`src/rtl/mem_stage_pkg.sv`:
```
// Shared defines: ALU op codes, memory op codes and MEM FSM states.
package mem_stage_pkg;

    typedef enum logic [3:0] {
        ALU_ADD  = 4'd0,
        ALU_SUB  = 4'd1,
        ALU_AND  = 4'd2,
        ALU_OR   = 4'd3,
        ALU_XOR  = 4'd4,
        ALU_SLL  = 4'd5,
        ALU_SRL  = 4'd6,
        ALU_SRA  = 4'd7,
        ALU_SLT  = 4'd8,
        ALU_SLTU = 4'd9
    } alu_op_e;

    typedef enum logic [3:0] {
        MEM_NONE = 4'd0,
        MEM_LB   = 4'd1,
        MEM_LH   = 4'd2,
        MEM_LW   = 4'd3,
        MEM_LBU  = 4'd4,
        MEM_LHU  = 4'd5,
        MEM_SB   = 4'd6,
        MEM_SH   = 4'd7,
        MEM_SW   = 4'd8
    } memop_e;

    typedef enum logic [2:0] {
        S_IDLE     = 3'd0,
        S_WAIT_GNT = 3'd1,
        S_XFER     = 3'd2,
        S_LAST     = 3'd3,
        S_DONE     = 3'd4
    } mem_state_e;

    function automatic logic op_is_load(logic [3:0] op);
        return op inside {MEM_LB, MEM_LH, MEM_LW, MEM_LBU, MEM_LHU};
    endfunction

    function automatic logic op_is_store(logic [3:0] op);
        return op inside {MEM_SB, MEM_SH, MEM_SW};
    endfunction

    // Index of the final byte of the access (N-1).
    function automatic logic [1:0] op_last_idx(logic [3:0] op);
        if (op inside {MEM_LB, MEM_LBU, MEM_SB})
            return 2'd0;
        if (op inside {MEM_LH, MEM_LHU, MEM_SH})
            return 2'd1;
        return 2'd3;
    endfunction

endpackage

```
`src/rtl/mem_stage_if.sv`:
```
// Shared 8-bit RAM port, arbitrated by grant.
interface mem_stage_if;
    logic        mem_req;
    logic [31:0] mem_a;
    logic [7:0]  mem_dout;
    logic        mem_wr;
    logic        mem_gnt;
    logic [7:0]  mem_din;

    modport master (
        output mem_req, mem_a, mem_dout, mem_wr,
        input  mem_gnt, mem_din
    );

    modport slave (
        input  mem_req, mem_a, mem_dout, mem_wr,
        output mem_gnt, mem_din
    );
endinterface

```
`src/rtl/mem_ext.sv`:
```
// Load sign/zero extension of the assembled load bytes.
module mem_ext
    import mem_stage_pkg::*;
(
    input  logic [3:0]  memop,
    input  logic [31:0] raw,
    output logic [31:0] ext
);

    always_comb begin
        ext = raw;
        unique case (memop)
            MEM_LB:  ext = {{24{raw[7]}}, raw[7:0]};
            MEM_LBU: ext = {24'h0, raw[7:0]};
            MEM_LH:  ext = {{16{raw[15]}}, raw[15:0]};
            MEM_LHU: ext = {16'h0, raw[15:0]};
            default: ext = raw;
        endcase
    end

endmodule

```
`src/rtl/mem_stage.sv`:
```
// MEM pipeline stage: byte-serial loads/stores over a shared 8-bit RAM port.
module mem_stage
    import mem_stage_pkg::*;
(
    input  logic        clk,
    input  logic        rst,
    input  logic [3:0]  ex_memop,
    input  logic [31:0] ex_addr,
    input  logic [31:0] ex_sdata,
    input  logic [4:0]  ex_wd,
    input  logic        ex_wreg,
    input  logic [31:0] ex_wdata,
    mem_stage_if.master mem,
    output logic [4:0]  wb_wd,
    output logic        wb_wreg,
    output logic [31:0] wb_wdata,
    output logic        stall_req
);

    mem_state_e  state, state_nx;
    logic [1:0]  cnt, cnt_nx;
    logic [1:0]  cnt_m1;
    logic [1:0]  last_idx;
    logic [31:0] result, result_nx;
    logic [31:0] ld_val;
    logic        is_ld, is_st;

    assign is_ld    = op_is_load(ex_memop);
    assign is_st    = op_is_store(ex_memop);
    assign last_idx = op_last_idx(ex_memop);
    assign cnt_m1   = cnt - 2'd1;

    mem_ext u_ext (
        .memop (ex_memop),
        .raw   (result),
        .ext   (ld_val)
    );

    always_ff @(posedge clk) begin
        if (rst) begin
            state  <= S_IDLE;
            cnt    <= 2'd0;
            result <= 32'h0;
        end else begin
            state  <= state_nx;
            cnt    <= cnt_nx;
            result <= result_nx;
        end
    end

    always_comb begin
        state_nx     = state;
        cnt_nx       = cnt;
        result_nx    = result;
        mem.mem_req  = 1'b0;
        mem.mem_a    = 32'h0;
        mem.mem_dout = 8'h0;
        mem.mem_wr   = 1'b0;
        stall_req    = 1'b0;
        wb_wd        = 5'h0;
        wb_wreg      = 1'b0;
        wb_wdata     = 32'h0;

        unique case (state)
            S_IDLE: begin
                if (is_ld || is_st) begin
                    mem.mem_req = 1'b1;
                    stall_req   = 1'b1;
                    cnt_nx      = 2'd0;
                    result_nx   = 32'h0;
                    state_nx    = mem.mem_gnt ? S_XFER : S_WAIT_GNT;
                end else begin
                    wb_wd    = ex_wd;
                    wb_wreg  = ex_wreg;
                    wb_wdata = ex_wdata;
                end
            end
            S_WAIT_GNT: begin
                mem.mem_req = 1'b1;
                stall_req   = 1'b1;
                if (mem.mem_gnt)
                    state_nx = S_XFER;
            end
            S_XFER: begin
                mem.mem_req = 1'b1;
                stall_req   = 1'b1;
                mem.mem_a   = ex_addr + {30'h0, cnt};
                if (is_st) begin
                    mem.mem_wr   = 1'b1;
                    mem.mem_dout = ex_sdata[{cnt, 3'b000} +: 8];
                end else if (cnt != 2'd0) begin
                    // RAM data lags the address by one cycle.
                    result_nx[{cnt_m1, 3'b000} +: 8] = mem.mem_din;
                end
                if (cnt == last_idx) begin
                    cnt_nx   = 2'd0;
                    state_nx = is_st ? S_DONE : S_LAST;
                end else begin
                    cnt_nx = cnt + 2'd1;
                end
            end
            S_LAST: begin
                mem.mem_req = 1'b1;
                stall_req   = 1'b1;
                result_nx[{last_idx, 3'b000} +: 8] = mem.mem_din;
                state_nx = S_DONE;
            end
            S_DONE: begin
                wb_wd    = ex_wd;
                wb_wreg  = ex_wreg;
                wb_wdata = is_ld ? ld_val : ex_wdata;
                state_nx = S_IDLE;
            end
            default: state_nx = S_IDLE;
        endcase

        if (rst) begin
            mem.mem_req  = 1'b0;
            mem.mem_a    = 32'h0;
            mem.mem_dout = 8'h0;
            mem.mem_wr   = 1'b0;
            stall_req    = 1'b0;
            wb_wd        = 5'h0;
            wb_wreg      = 1'b0;
            wb_wdata     = 32'h0;
        end
    end

endmodule

```
`src/flat_wrapper.sv`:
```
// flat-port wrapper written by rule: the top's interface ports become plain ports
module mem_stage_flat import mem_stage_pkg::*;
  (clk, rst, ex_memop, ex_addr, ex_sdata, ex_wd, ex_wreg, ex_wdata, wb_wd, wb_wreg, wb_wdata, stall_req, mem_mem_req, mem_mem_a, mem_mem_dout, mem_mem_wr, mem_mem_gnt, mem_mem_din);
  mem_stage_if mem_i ();
  input  logic clk;
  input  logic rst;
  input  logic [3:0] ex_memop;
  input  logic [31:0] ex_addr;
  input  logic [31:0] ex_sdata;
  input  logic [4:0] ex_wd;
  input  logic ex_wreg;
  input  logic [31:0] ex_wdata;
  output logic [4:0] wb_wd;
  output logic wb_wreg;
  output logic [31:0] wb_wdata;
  output logic stall_req;
  output wire logic [$bits(mem_i.mem_req)-1:0] mem_mem_req;
  output wire logic [$bits(mem_i.mem_a)-1:0] mem_mem_a;
  output wire logic [$bits(mem_i.mem_dout)-1:0] mem_mem_dout;
  output wire logic [$bits(mem_i.mem_wr)-1:0] mem_mem_wr;
  input wire logic [$bits(mem_i.mem_gnt)-1:0] mem_mem_gnt;
  input wire logic [$bits(mem_i.mem_din)-1:0] mem_mem_din;
  assign mem_mem_req = mem_i.mem_req;
  assign mem_mem_a = mem_i.mem_a;
  assign mem_mem_dout = mem_i.mem_dout;
  assign mem_mem_wr = mem_i.mem_wr;
  assign mem_i.mem_gnt = mem_mem_gnt;
  assign mem_i.mem_din = mem_mem_din;
  mem_stage u_core (.clk(clk), .rst(rst), .ex_memop(ex_memop), .ex_addr(ex_addr), .ex_sdata(ex_sdata), .ex_wd(ex_wd), .ex_wreg(ex_wreg), .ex_wdata(ex_wdata), .mem(mem_i), .wb_wd(wb_wd), .wb_wreg(wb_wreg), .wb_wdata(wb_wdata), .stall_req(stall_req));
endmodule
```
`config.mk`:
```
export PLATFORM = sky130hd
export DESIGN_NAME = mem_stage_flat
export DESIGN_NICKNAME = d
export VERILOG_FILES = /design/src/rtl/mem_stage_pkg.sv /design/src/rtl/mem_stage_if.sv /design/src/rtl/mem_ext.sv /design/src/rtl/mem_stage.sv /design/src/flat_wrapper.sv
export SDC_FILE = /design/constraint.sdc
export NUM_CORES = 1
export LEC_CHECK = 0
export CAP_MARGIN = 20
export CORE_MARGIN = 4
export CORE_UTILIZATION = 38
export DETAILED_ROUTE_END_ITERATION = 6
export PLACE_DENSITY = 0.9
export SYNTH_ARGS = -nofsm -noshare
export SYNTH_HDL_FRONTEND = slang
export SYNTH_SLANG_ARGS = --single-unit
```
`constraint.sdc`:
```
create_clock -name clk -period 3.4 [get_ports clk]
set_clock_uncertainty 0.15 [all_clocks]
set_input_delay 0.68 -clock clk [delete_from_list [all_inputs] [get_ports clk]]
set_output_delay 0.68 -clock clk [all_outputs]
set_load 0.05 [all_outputs]
```
==> impl_metrics.toml <==
[placed_design]
gp_congestion = 0.906
dp_cells = 900
port_buffers = 197
dp_hpwl_mm = 14.0

[routing]
via_count = 5709
drt_iter0_markers = 601
drc = 0
firstDrtPassIters = 6
antenna_left = 0
routedWlPerCell_um = 20.9
routed_wl_mm = 19.2
viasPerCell = 6.21

[global_routing]
grt_pass1_wl_mm = 29.6
grt_usage_pct = 28.6
grt-ovfl-total = 0
grt_start_max_net_pins = 36
grt_pass1_vias = 5785
antenna_found_initial = 0

[setup_path]
r2r_start = "u_core.cnt[0]"
r2r_slack_ns = 0.57
crit_path_end = "mem_mem_a[28]"
path_max_fanout = 9
r2r-end = "u_core.result[15]"
path_class = "in -> out"
critPathLaunch = "ex_addr[9]"
arrival_ns = 2.63
start_kind = "input port"
cp.required_ns = 2.57
setup.worst_path.end_class = "output pin"
rr_worst_depth = 8

[yosys]
synth_area_per_cell_um2 = 7.50
yosysSeqAreaShare_pct = 18.1
synth.cell_area_mm2 = 0.00410
ys_warn_count = 0
ys_async_sr_fraction_pct = 0
synth_ff_type = "dfxtp_1"
synth-seq-cells = 37
netlist_instances = 547
syn-num-nets = 673
ys_types = 71
synth_edf_count = 0

[power]
p_per_area_mw_per_mm2 = 268
finalPower_mw = 2.11
power_leakage_nw = 3.02
ir_drop_mv = 0.179

[cts]
cts_root_buffer = "clkbuf_8"
cts.sinks = 37
cts_buffers = 5
hold_buffers = 0
clk_latency_ns = 0.30
path_clk_slew_ns = 0.08
cts_buffer_depth = 2
cts_tree = "yes"
htree_levels = 2

[sta]
slew-limit-headroom_pct = 39.1
timing.final.crit_share_pct = 102
fmax_ghz = 0.289
setup_viol = 5
tightestPinTransition_ns = 0.906
grt_setup_unrepaired = "true"
holdWs_ns = 0.333
finalMaxSlewViolations = 0
period_needed_ns = 3.46
hold_viol_final = 0
fin_ws_ns = -0.0622

[die]
die-area_mm2 = 0.0125
start_util_pct = 39.4
rows = 37
die_h_um = 112
die_w_um = 112
fp.coreArea_mm2 = 0.0104
ioPinCount = 198

[finish]
instances_no_fill = 919
drive_gt1_share_pct = 33.7
diodes = 0
fin_nets = 908
synthToLayoutAreaGrowth_pct = 91.7
final_util_pct = 75.5

[min_path]
hp-class = "reg -> reg"
worstHoldPathCells = 1

[run_status]
violations = "setup timing"
outcome = "finished, violations left"

[flow_run]
maxCapViolCount = 0
==> stage by stage <==
step           TNS, ns  cell area (um2)  worst slack (ns)
3_5_place_dp    -13.39             7480            -0.636
5_1_grt         -0.908             7860            -0.140
4_1_cts        -0.0934             7740           -0.0549
6_report        -0.112             7860           -0.0622
3_3_place_gp     -8.51             7480            -0.423
2_1_floorplan  -0.0923             4250           -0.0923
==> area by class of cell <==
| type | count | area [um2] |
|---|---|---|
| clock buffer | 5 | 68.8 |
| clock inverter | 3 | 21.3 |
| fill | 640 | 2550 |
| inverter | 9 | 33.8 |
| multi-input combinational | 465 | 3490 |
| sequential | 37 | 742 |
| tap | 136 | 170 |
| timing repair buffer | 264 | 3340 |
==> synth_stat cells, types with 3 or more instances <==
cell type   n  area share, %
buf_4       4           0.73
clkbuf_1   19            1.7
or2_1       3           0.46
o21ai_0    24            2.9
nor3_1      6           0.73
or3_1       4           0.61
a21oi_1    39            4.8
and3_1     11            1.7
a211oi_1    8            1.5
a22o_1     16            3.4
inv_1       9           0.82
nand3_1    16            2.0
mux4_2      8            4.4
buf_6       3           0.82
and4_1      3           0.64
a32o_1      8            2.0
nor3b_2     3           0.92
a221oi_1   16            3.4
o21a_1      3           0.55
dfxtp_1    37             18
ha_1        8            2.4
xor2_1     27            5.8
nand2_1    43            3.9
nor3b_1    11            2.0
o21ai_1    19            2.3
nand4_1     7            1.1
nor2b_1    12            1.8
and2_1      9            1.4
o22a_1      8            1.7
nand3b_1    3           0.55
a22oi_1     8            1.5
buf_2       8           0.98
nor2_1     86            7.9
or3b_1      3           0.64
a2bb2oi_1   8            1.7
==> how the worst min path moves through the flow <==
stage                      startpoint                 to  slack (ns)
floorplan           u_core.result[16]  u_core.result[16]        0.29
CTS                 u_core.result[17]  u_core.result[17]        0.33
detailed placement  u_core.result[18]  u_core.result[18]        0.31
global placement    u_core.result[16]  u_core.result[16]        0.30
global route        u_core.result[17]  u_core.result[17]        0.35
finish              u_core.result[16]  u_core.result[16]        0.33
==> layer usage <==
metal	vias to the layer above	track usage, %	wire length [um]
met4	0	14.1	1120
met1	2676	30.3	6330
met3	102	8.32	2040
li1	2524	-	-
met2	407	51.4	9680
met5	-	0	0
==> registers in the layout, indices dropped and copies added, names as in the netlist <==
| signal | cells |
|---|---|
| u_core.cnt | 2 |
| u_core.result | 32 |
| u_core.state | 3 |
==> worst max-delay path, stage by stage <==
cell	delay (ns)
clkdlybuf4s50_1	0.57
nand3_2	0.16
nor4_2	0.30
buf_4	0.24
nand4_1	0.19
xor2_2	0.24
nor2_4	0.11
buf_12	0.14
==> repair_timing <==
item                       4_1_cts  5_1_grt
setup endpoints to repair       73       62
pin swaps                        6       14
setup buffers                    5        4
resized for setup               39       30
cloned                           1        1
==> layout by cell type (no fill, tap or decap), types with 9 or more instances in the layout <==
cell | Yosys | layout
nor2_2 | 1 | 21
xor2_1 | 27 | 25
and2_1 | 9 | 9
a21oi_1 | 39 | 13
nand2_1 | 43 | 43
buf_4 | 4 | 57
nor2_1 | 86 | 61
nand3_1 | 16 | 12
a22o_1 | 16 | 16
o21ai_1 | 19 | 19
nor2b_1 | 12 | 11
a221oi_1 | 16 | 16
dfxtp_1 | 37 | 36
o21ai_0 | 24 | 24
and3_1 | 11 | 11
a21oi_2 | 1 | 27
clkdlybuf4s50_1 | 0 | 105
nor3b_1 | 11 | 9
buf_12 | 0 | 84
==> report_power, final <==
| group | switching (mW) | internal [mW] | leakage [nW] | total [mW] |
|---|---|---|---|---|
| Combinational | 0.695 | 0.594 | 2.67 | 1.29 |
| Sequential | 0.0386 | 0.460 | 0.300 | 0.498 |
| Clock | 0.178 | 0.146 | 0.0445 | 0.323 |
==> cells by family (layout without fill, tap and decap cells) <==
family                     Yosys count  after routing  synth area share [%]
buffers and inverters               45            281                  5.28
and+or+nand+nor                    240            240                  32.1
AOI/OAI and AO/OA                  179            179                  31.0
muxes                                8              8                  4.39
adders and majority gates            9              9                  2.93
DFF                                 37             37                  18.1
xor gates and xnor gates            29             29                  6.19
Power figures use the tool's default switching activity.
